**config.mk**
```make
export PLATFORM = sky130hd
export DESIGN_NAME = adc_cmd_arbiter
export DESIGN_NICKNAME = d
export VERILOG_FILES = /design/src/rtl/adc_cmd_arbiter.sv
export SDC_FILE = /design/constraint.sdc
export NUM_CORES = 1
export LEC_CHECK = 0
export CAP_MARGIN = 5
export CORE_UTILIZATION = 38
export DETAILED_ROUTE_END_ITERATION = 10
export PLACE_DENSITY = 0.65
export REMOVE_ABC_BUFFERS = 1
export SETUP_SLACK_MARGIN = 0.4
export SLEW_MARGIN = 20
export SYNTH_ARGS = -nofsm -noshare
export SYNTH_HDL_FRONTEND = slang
export SYNTH_SLANG_ARGS = --single-unit
```
**constraint.sdc**
```tcl
create_clock -name Clock -period 2.1 [get_ports Clock]
set_clock_uncertainty 0.15 [all_clocks]
set_input_delay 0.315 -clock Clock [delete_from_list [all_inputs] [get_ports Clock]]
set_output_delay 0.315 -clock Clock [all_outputs]
set_load 0.05 [all_outputs]
```
**src/rtl/adc_cmd_arbiter.sv**
```systemverilog
// Round-robin arbiter between host and auto power manager for the ADC sequencer:
// checks command legality, issues one control pulse, tracks completion/timeout, returns ack/err.
module adc_cmd_arbiter #(
  parameter int unsigned TIMEOUT_CYCLES = 50_000_000,
  parameter int unsigned TW             = 26
) (
  input  logic       Clock,
  input  logic       Reset,
  input  logic       HostReq,
  input  logic [2:0] HostCmd,
  output logic       HostAck,
  output logic       HostErr,
  input  logic       AutoReq,
  input  logic [2:0] AutoCmd,
  output logic       AutoAck,
  output logic       AutoErr,
  input  logic [3:0] AdcState,
  output logic       CmdPwrOn,
  output logic       CmdPwrOff,
  output logic       CmdSleep,
  output logic       CmdWake,
  output logic       CmdRunCal,
  output logic       Busy
);

  localparam int unsigned CW = 3;
  localparam int unsigned SW = 4;

  localparam logic [CW-1:0] CMD_PWR_ON  = CW'(1);
  localparam logic [CW-1:0] CMD_PWR_OFF = CW'(2);
  localparam logic [CW-1:0] CMD_SLEEP   = CW'(3);
  localparam logic [CW-1:0] CMD_WAKE    = CW'(4);
  localparam logic [CW-1:0] CMD_RUN_CAL = CW'(5);

  localparam logic [SW-1:0] ADC_OFF      = SW'(0);
  localparam logic [SW-1:0] ADC_SAMPLING = SW'(8);
  localparam logic [SW-1:0] ADC_LOW_PWR  = SW'(10);

  localparam logic [TW-1:0] TIMER_LAST = TW'(TIMEOUT_CYCLES - 1);

  typedef enum logic [2:0] {S_IDLE, S_CHECK, S_ISSUE, S_WAIT, S_RESPOND} state_t;

  state_t        r_state;
  logic [CW-1:0] r_cmd;
  logic          r_owner_auto;
  logic [SW-1:0] r_start;
  logic          r_left;
  logic [TW-1:0] r_timer;
  logic          r_prio_host;

  state_t        w_next;
  logic          w_grant_auto;
  logic          w_ok;
  logic          w_start_ok;
  logic [SW-1:0] w_target;
  logic          w_left_now;
  logic          w_issue;
  logic          w_respond;

  // Legal start state and expected target for the latched command
  always_comb begin
    w_start_ok = 1'b0;
    w_target   = ADC_OFF;
    case (r_cmd)
      CMD_PWR_ON:  begin w_start_ok = (AdcState == ADC_OFF);      w_target = ADC_SAMPLING; end
      CMD_PWR_OFF: begin w_start_ok = (AdcState == ADC_SAMPLING) || (AdcState == ADC_LOW_PWR);
                         w_target   = ADC_OFF; end
      CMD_SLEEP:   begin w_start_ok = (AdcState == ADC_SAMPLING); w_target = ADC_LOW_PWR;  end
      CMD_WAKE:    begin w_start_ok = (AdcState == ADC_LOW_PWR);  w_target = ADC_SAMPLING; end
      CMD_RUN_CAL: begin w_start_ok = (AdcState == ADC_SAMPLING); w_target = ADC_SAMPLING; end
      default:     begin w_start_ok = 1'b0;                       w_target = ADC_OFF;      end
    endcase
  end

  // Next-state logic; outputs are registered from the next state so pulses land in-state
  always_comb begin
    w_next       = r_state;
    w_grant_auto = 1'b0;
    w_ok         = 1'b0;
    w_left_now   = r_left || (AdcState != r_start);
    case (r_state)
      S_IDLE: begin
        if (HostReq || AutoReq) begin
          w_next       = S_CHECK;
          w_grant_auto = AutoReq && (!HostReq || !r_prio_host);
        end
      end
      S_CHECK: begin
        w_next = w_start_ok ? S_ISSUE : S_RESPOND;
      end
      S_ISSUE: begin
        w_next = S_WAIT;
      end
      S_WAIT: begin
        if (w_left_now && (AdcState == w_target)) begin
          w_next = S_RESPOND;
          w_ok   = 1'b1;
        end else if (w_left_now && (AdcState == ADC_OFF) && (w_target != ADC_OFF)) begin
          w_next = S_RESPOND;
        end else if (r_timer == TIMER_LAST) begin
          w_next = S_RESPOND;
        end
      end
      S_RESPOND: begin
        w_next = S_IDLE;
      end
      default: begin
        w_next = S_IDLE;
      end
    endcase
  end

  assign w_issue   = (r_state == S_CHECK) && (w_next == S_ISSUE);
  assign w_respond = (r_state != S_RESPOND) && (w_next == S_RESPOND);

  always_ff @(posedge Clock) begin
    if (Reset) begin
      r_state      <= S_IDLE;
      r_cmd        <= '0;
      r_owner_auto <= 1'b0;
      r_start      <= '0;
      r_left       <= 1'b0;
      r_timer      <= '0;
      r_prio_host  <= 1'b1;
      HostAck      <= 1'b0;
      HostErr      <= 1'b0;
      AutoAck      <= 1'b0;
      AutoErr      <= 1'b0;
      CmdPwrOn     <= 1'b0;
      CmdPwrOff    <= 1'b0;
      CmdSleep     <= 1'b0;
      CmdWake      <= 1'b0;
      CmdRunCal    <= 1'b0;
      Busy         <= 1'b0;
    end else begin
      r_state <= w_next;
      if ((r_state == S_IDLE) && (w_next == S_CHECK)) begin
        r_cmd        <= w_grant_auto ? AutoCmd : HostCmd;
        r_owner_auto <= w_grant_auto;
        r_start      <= AdcState;
      end
      if (r_state == S_ISSUE) begin
        r_left  <= 1'b0;
        r_timer <= '0;
      end else if (r_state == S_WAIT) begin
        r_left  <= w_left_now;
        r_timer <= r_timer + TW'(1);
      end
      // Pointer favours the requester not served by the command just finished
      if (r_state == S_RESPOND) r_prio_host <= r_owner_auto;
      HostAck   <= w_respond && w_ok  && !r_owner_auto;
      HostErr   <= w_respond && !w_ok && !r_owner_auto;
      AutoAck   <= w_respond && w_ok  && r_owner_auto;
      AutoErr   <= w_respond && !w_ok && r_owner_auto;
      CmdPwrOn  <= w_issue && (r_cmd == CMD_PWR_ON);
      CmdPwrOff <= w_issue && (r_cmd == CMD_PWR_OFF);
      CmdSleep  <= w_issue && (r_cmd == CMD_SLEEP);
      CmdWake   <= w_issue && (r_cmd == CMD_WAKE);
      CmdRunCal <= w_issue && (r_cmd == CMD_RUN_CAL);
      Busy      <= (w_next != S_IDLE);
    end
  end

endmodule
```
Word level (Yosys, flattened, before mapping). Index checks and enable logic that the tools add are counted. Widths: inputs -> output; s select.

Input port bits: 14. Logic and storage cells: 82. Output and inout bits: 10. Register bits after elaboration: 49.

$add $sub $neg: 1. Mux-type cells: 13. Reductions and logical operators: 33. Equal/unequal tests: 18.

Operators by type and width (count): $add 26x1->26 const B (1); $eq 26x26->1 const B (1); $logic_and 1x1->1 (18); $mux 3 (6); $eq 3x2->1 const B (5); $eq 3x3->1 const B (4); $pmux 3 s4 (1); $eq 3x1->1 const B (3); $eq 4x4->1 const B (2); $pmux 4 s2 (1); $eq 4x4->1 (1); $logic_not 1->1 (4); $logic_not 4->1 (1); $logic_or 1x1->1 (4); $mux 1 (4); $ne 4x4->1 (1); $pmux 1 s4 (1); $reduce_bool 4->1 (1); $reduce_or 2->1 (2); $logic_not 3->1 (1); $ne 3x3->1 const B (1); $reduce_bool 3->1 (1); $reduce_or 3->1 (1).

Longest topological paths before layout.
Word-level depth: 12. Gate-level depth with buffers: 6.

Least setup slack after synthesis. OpenSTA, ideal clock, no wires.

Path kind: register to register. Start: register r_cmd[2]. End: register r_state[2]. Slack: 0.135 ns. Period minus slack after synthesis: 1.965 ns. Path buffers: 1. Stages on the path, launching flop included: 7. Arrival: 1.700 ns. Cells stage by stage: dfxtp_1 -> buf_6 -> nand2b_2 -> o32a_2 -> a2111oi_4 -> nor2_1 -> o21a_1.

Longest elaborated chain between the ends: 8. Elaborated cells on any way between the ends: 17. Those cells by class: 6 x eq/ne; 6 x mux; 5 x reduce/logical.

RTL lines: start: declaration (RTL line 44) `logic [CW-1:0] r_cmd;`; start signal: assignment (RTL line 138) `r_cmd <= w_grant_auto ? AutoCmd : HostCmd;`; $eq 3x1->1 / $eq 3x3->1 (equally long branches) (RTL line 64) `case (r_cmd)`; $reduce_or 3->1 (no line); $pmux 4 s2 (RTL line 64); $reduce_bool 4->1 (RTL line 98) `end else if (w_left_now && (AdcState == ADC_OFF) && (w_target != ADC_OFF)) begin`; $logic_and 1x1->1 (RTL line 98); $mux 3 (RTL line 98); $mux 3 (RTL line 95) `if (w_left_now && (AdcState == w_target)) begin`; $pmux 3 s4 * (RTL line 81) `case (r_state)`; end signal: assignment (RTL line 136) `r_state <= w_next;`; end: declaration (RTL line 43) `state_t r_state;`.

Mark *: on every way between the ends. The rest lies on a longest branch, timed or not. A chain may end at the register's enable or synchronous reset.

Worst setup path after layout.
Start: register r_cmd[1]. End: register AutoErr.

Longest elaborated chain between the ends: 12. Elaborated cells on any way between the ends: 24. Those cells by class: 7 x eq/ne; 8 x mux; 9 x reduce/logical.

RTL lines: $eq 3x1->1 / $eq 3x3->1 (equally long branches) (RTL line 64); $reduce_or 3->1 (no line); $pmux 4 s2 (RTL line 64); $reduce_bool 4->1 (RTL line 98); $logic_and 1x1->1 (RTL line 98); $mux 3 (RTL line 98); $mux 3 (RTL line 95); $pmux 3 s4 (RTL line 81); $eq 3x3->1 (RTL line 114) `assign w_respond = (r_state != S_RESPOND) && (w_next == S_RESPOND);`; $logic_and 1x1->1 (RTL line 114); $logic_and 1x1->1 * (2 in a row) (RTL line 154) `AutoErr <= w_respond && !w_ok && r_owner_auto;`; end signal: assignment (RTL line 154); end: declaration (RTL line 16) `output logic AutoErr,`.

Marked as above.

==> run_results.csv <==
group,metric,value,unit
timing,rsz0062_at_grt,"true",
finish,final_cell_mix,"nor2_1, dfxtp_1, buf_4",
clock_tree,numCtsBuffers,5,
global_routing,grt.total_usage,0.176,
timing,setup_violations,0,
yosys,yosys.area.top_type_share,0.404,
detailed_routing,wire_per_inst,14.1,um
timing,relSlewSlack,0.665,
clock_tree,cts_sinks,49,
pwr,p_leak,1.35,nW
pwr,vdd_drop_max,0.261,mV
floorplanning,io_pins,24,
timing,fmax,514,MHz
yosys,synth_area_leaders,"dfxtp_1, nor2_1, xor2_1, nand2_1, xnor2_1",
critical_path,cp-end-kind,"flop",
global_routing,grt_max_degree,21,
placement,dp_worst_setup_slack,-273,ps
finish,antennaDiodeCount,0,
clock_tree,worstSkewPairLatency,300,ps
yosys,synthFlopType,"dfxtp_1",
clock_tree,clkSlewWorstSetupHoldPaths,90,ps
yosys,yosysSeqAreaShare,0.404,
placement,gp_congestion,0.862,
yosys,syn_inst,276,
floorplanning,die_w,81.9,um
timing,tightest_slew,505,ps
global_routing,first_global_vias,2007,
floorplanning,die_height,81.9,um
critical_path,path_class,"flop to flop",
finish,syn2layout_area_growth,39.0,%
worst_hold_path,hold_class,"primary input to flop",
clock_tree,h-tree-depth,2,
detailed_routing,first_iter_violations,108,
finish,final_nets,344,
outcome,status,"finished, final reports clean",
yosys,synthesis.area,2430,um2
finish,fillers,507,
floorplanning,dieArea,6710,um2
detailed_routing,vias,2155,
yosys,yosysTopAreaCell,"dfxtp_1",
yosys,ys_types,64,
yosys,synth_seq_cells,49,
timing,hold_violations,0,
finish,final_common_cell,"nor2_1",
critical_path,required,2150,ps
detailed_routing,wirelength,5.72,mm
clock_tree,root_buffer,"clkbuf_8",
yosys,async_flop_share,0,
clock_tree,cts.path.max_buffers,2,
timing,hold_ws,258,ps
clock_tree,tritoncts,"built",
finish,multi_input_area,1580,um2
yosys,synth-edff-count,0,
critical_path,cp-start-kind,"flop",
pwr,cellPowerDensity,642,nW/um2
global_routing,grt.overflow.total,0,
yosys,syn_area_per_cell,8.79,um2
detailed_routing,drtAntennaViolNets,0,
detailed_routing,viasPerCell,5.32,
floorplanning,start_util,0.403,
critical_path,cp.arrival,2000,ps
finish,final_layout_size_suffix_gt1_frac,0.345,
detailed_routing,firstDrtPassIters,4,
timing,min_period,1940,ps
placement,buffer_ports.inserted,23,
yosys,yosysWarnings,0,
global_routing,antenna_found_initial,0,
clock_tree,hold_buffers,0,
placement,hpwl,3.67,mm
timing,finalCritPeriodShare,0.926,
global_routing,grt_pass1_wl,9.06,mm
timing,slew_viol_final,0,
finish,register_area,1020,um2
job,drv_cap,0,
timing,final.setup.worst_slack,155,ps
critical_path,worstPathMaxFanout,5,
floorplanning,core_area,6030,um2
detailed_routing,drc,0,
floorplanning,rows,28,
through the flow:
| stage | std cells | setup TNS [ps] | instance area [um2] | util | power, mW |
|---|---|---|---|---|---|
| finish | 405 | 0 | 3370 | 0.560 | 2.17 |
| global route | 405 | 0 | 3370 | 0.560 | 2.25 |
| CTS | 400 | 0 | 3200 | 0.531 | 2.15 |
| detailed placement | 378 | -2800 | 2800 | 0.465 | 1.33 |
| global placement | 378 | -2450 | 2800 | 0.465 | 1.33 |
| floorplan | 262 | 0 | 2340 | - | 1.20 |
worst paths after layout:
kind / startpoint / end / slack (ps) / cells after the start
worst min-delay path: AdcState[0] / r_start[0]$_SDFFE_PP0P_ / 260 / 3
worst max-delay path: r_cmd[1]$_SDFFE_PP0P_ / AutoErr$_SDFF_PP0_ / 160 / 6
worst min register to register: r_left$_SDFFE_PP0N_ / r_left$_SDFFE_PP0N_ / 320 / 2
worst max register to register: r_cmd[1]$_SDFFE_PP0P_ / AutoErr$_SDFF_PP0_ / 160 / 6
timing repair:
| item | CTS | global route |
|---|---|---|
| setup buffers | 14 | 5 |
| resized for setup | 57 | 33 |
| pin swaps | 17 | 19 |
| endpoints found under the setup margin | 53 | 38 |
kinds of logic after synthesis:
| group | count (synthesis) | synth area share |
|---|---|---|
| AND/OR/NAND/NOR | 140 | 0.321 |
| flip-flops | 49 | 0.404 |
| AO/OA/AOI/OAI | 37 | 0.120 |
| XOR/XNOR | 25 | 0.0903 |
| buffers and inverters | 20 | 0.0433 |
| multiplexers | 4 | 0.0165 |
| adder cells (fa/ha/maj) | 1 | 0.00516 |
power by group:
part | internal (mW) | switching, mW | leakage, nW
Clock | 0.473 | 0.317 | 0.0681
Combinational | 0.178 | 0.208 | 0.879
Sequential | 0.958 | 0.0323 | 0.408
cell usage after synthesis (2+ instances only):
master and count:
o211ai_1 2, xnor2_1 11, clkbuf_1 7, nor4_1 4, nand4_1 7, o21a_1 4, mux2i_1 4, buf_2 2
or4_1 4, buf_4 3, or3_1 2, a211oi_1 3, inv_1 5, nand2_1 27, nand3_1 13, xor2_1 14
nand2b_1 2, nor2_1 45, o21ai_0 2, nor3b_1 2, nand3_2 2, dfxtp_1 49, a21oi_1 10, buf_6 2
or2_1 2, and3_1 4, nor3_1 7
final cells by class:
type,count,share of cell area
multi-input cells,207,0.469
flip-flops and latches,49,0.302
repair buffers,60,0.155
well taps,75,0.0278
clock buffers,5,0.0204
clock inverters,3,0.0193
inverters,6,0.00705
flip-flops by register name, indices dropped and copies added (netlist names), 3 cells and up:
register	count
r_cmd	3
r_start	4
r_state	3
r_timer	26
metal layers:
| metal | vias to the layer above | wire [um] | global-route usage |
|---|---|---|---|
| met1 | 1025 | 2700 | 0.236 |
| met4 | 0 | 106 | 0.0632 |
| li1 | 1077 | - | - |
| met5 | - | 0 | 0 |
| met3 | 11 | 184 | 0.0333 |
| met2 | 42 | 2730 | 0.279 |
worst max-delay path, stage by stage (launching register included):
cell       delay, ps
dfxtp_4          370
or3b_1           390
o32a_4           210
a2111oi_4        310
buf_6            190
a2bb2oi_4        170
nor3b_1           60
Power figures use the tool's default switching activity.
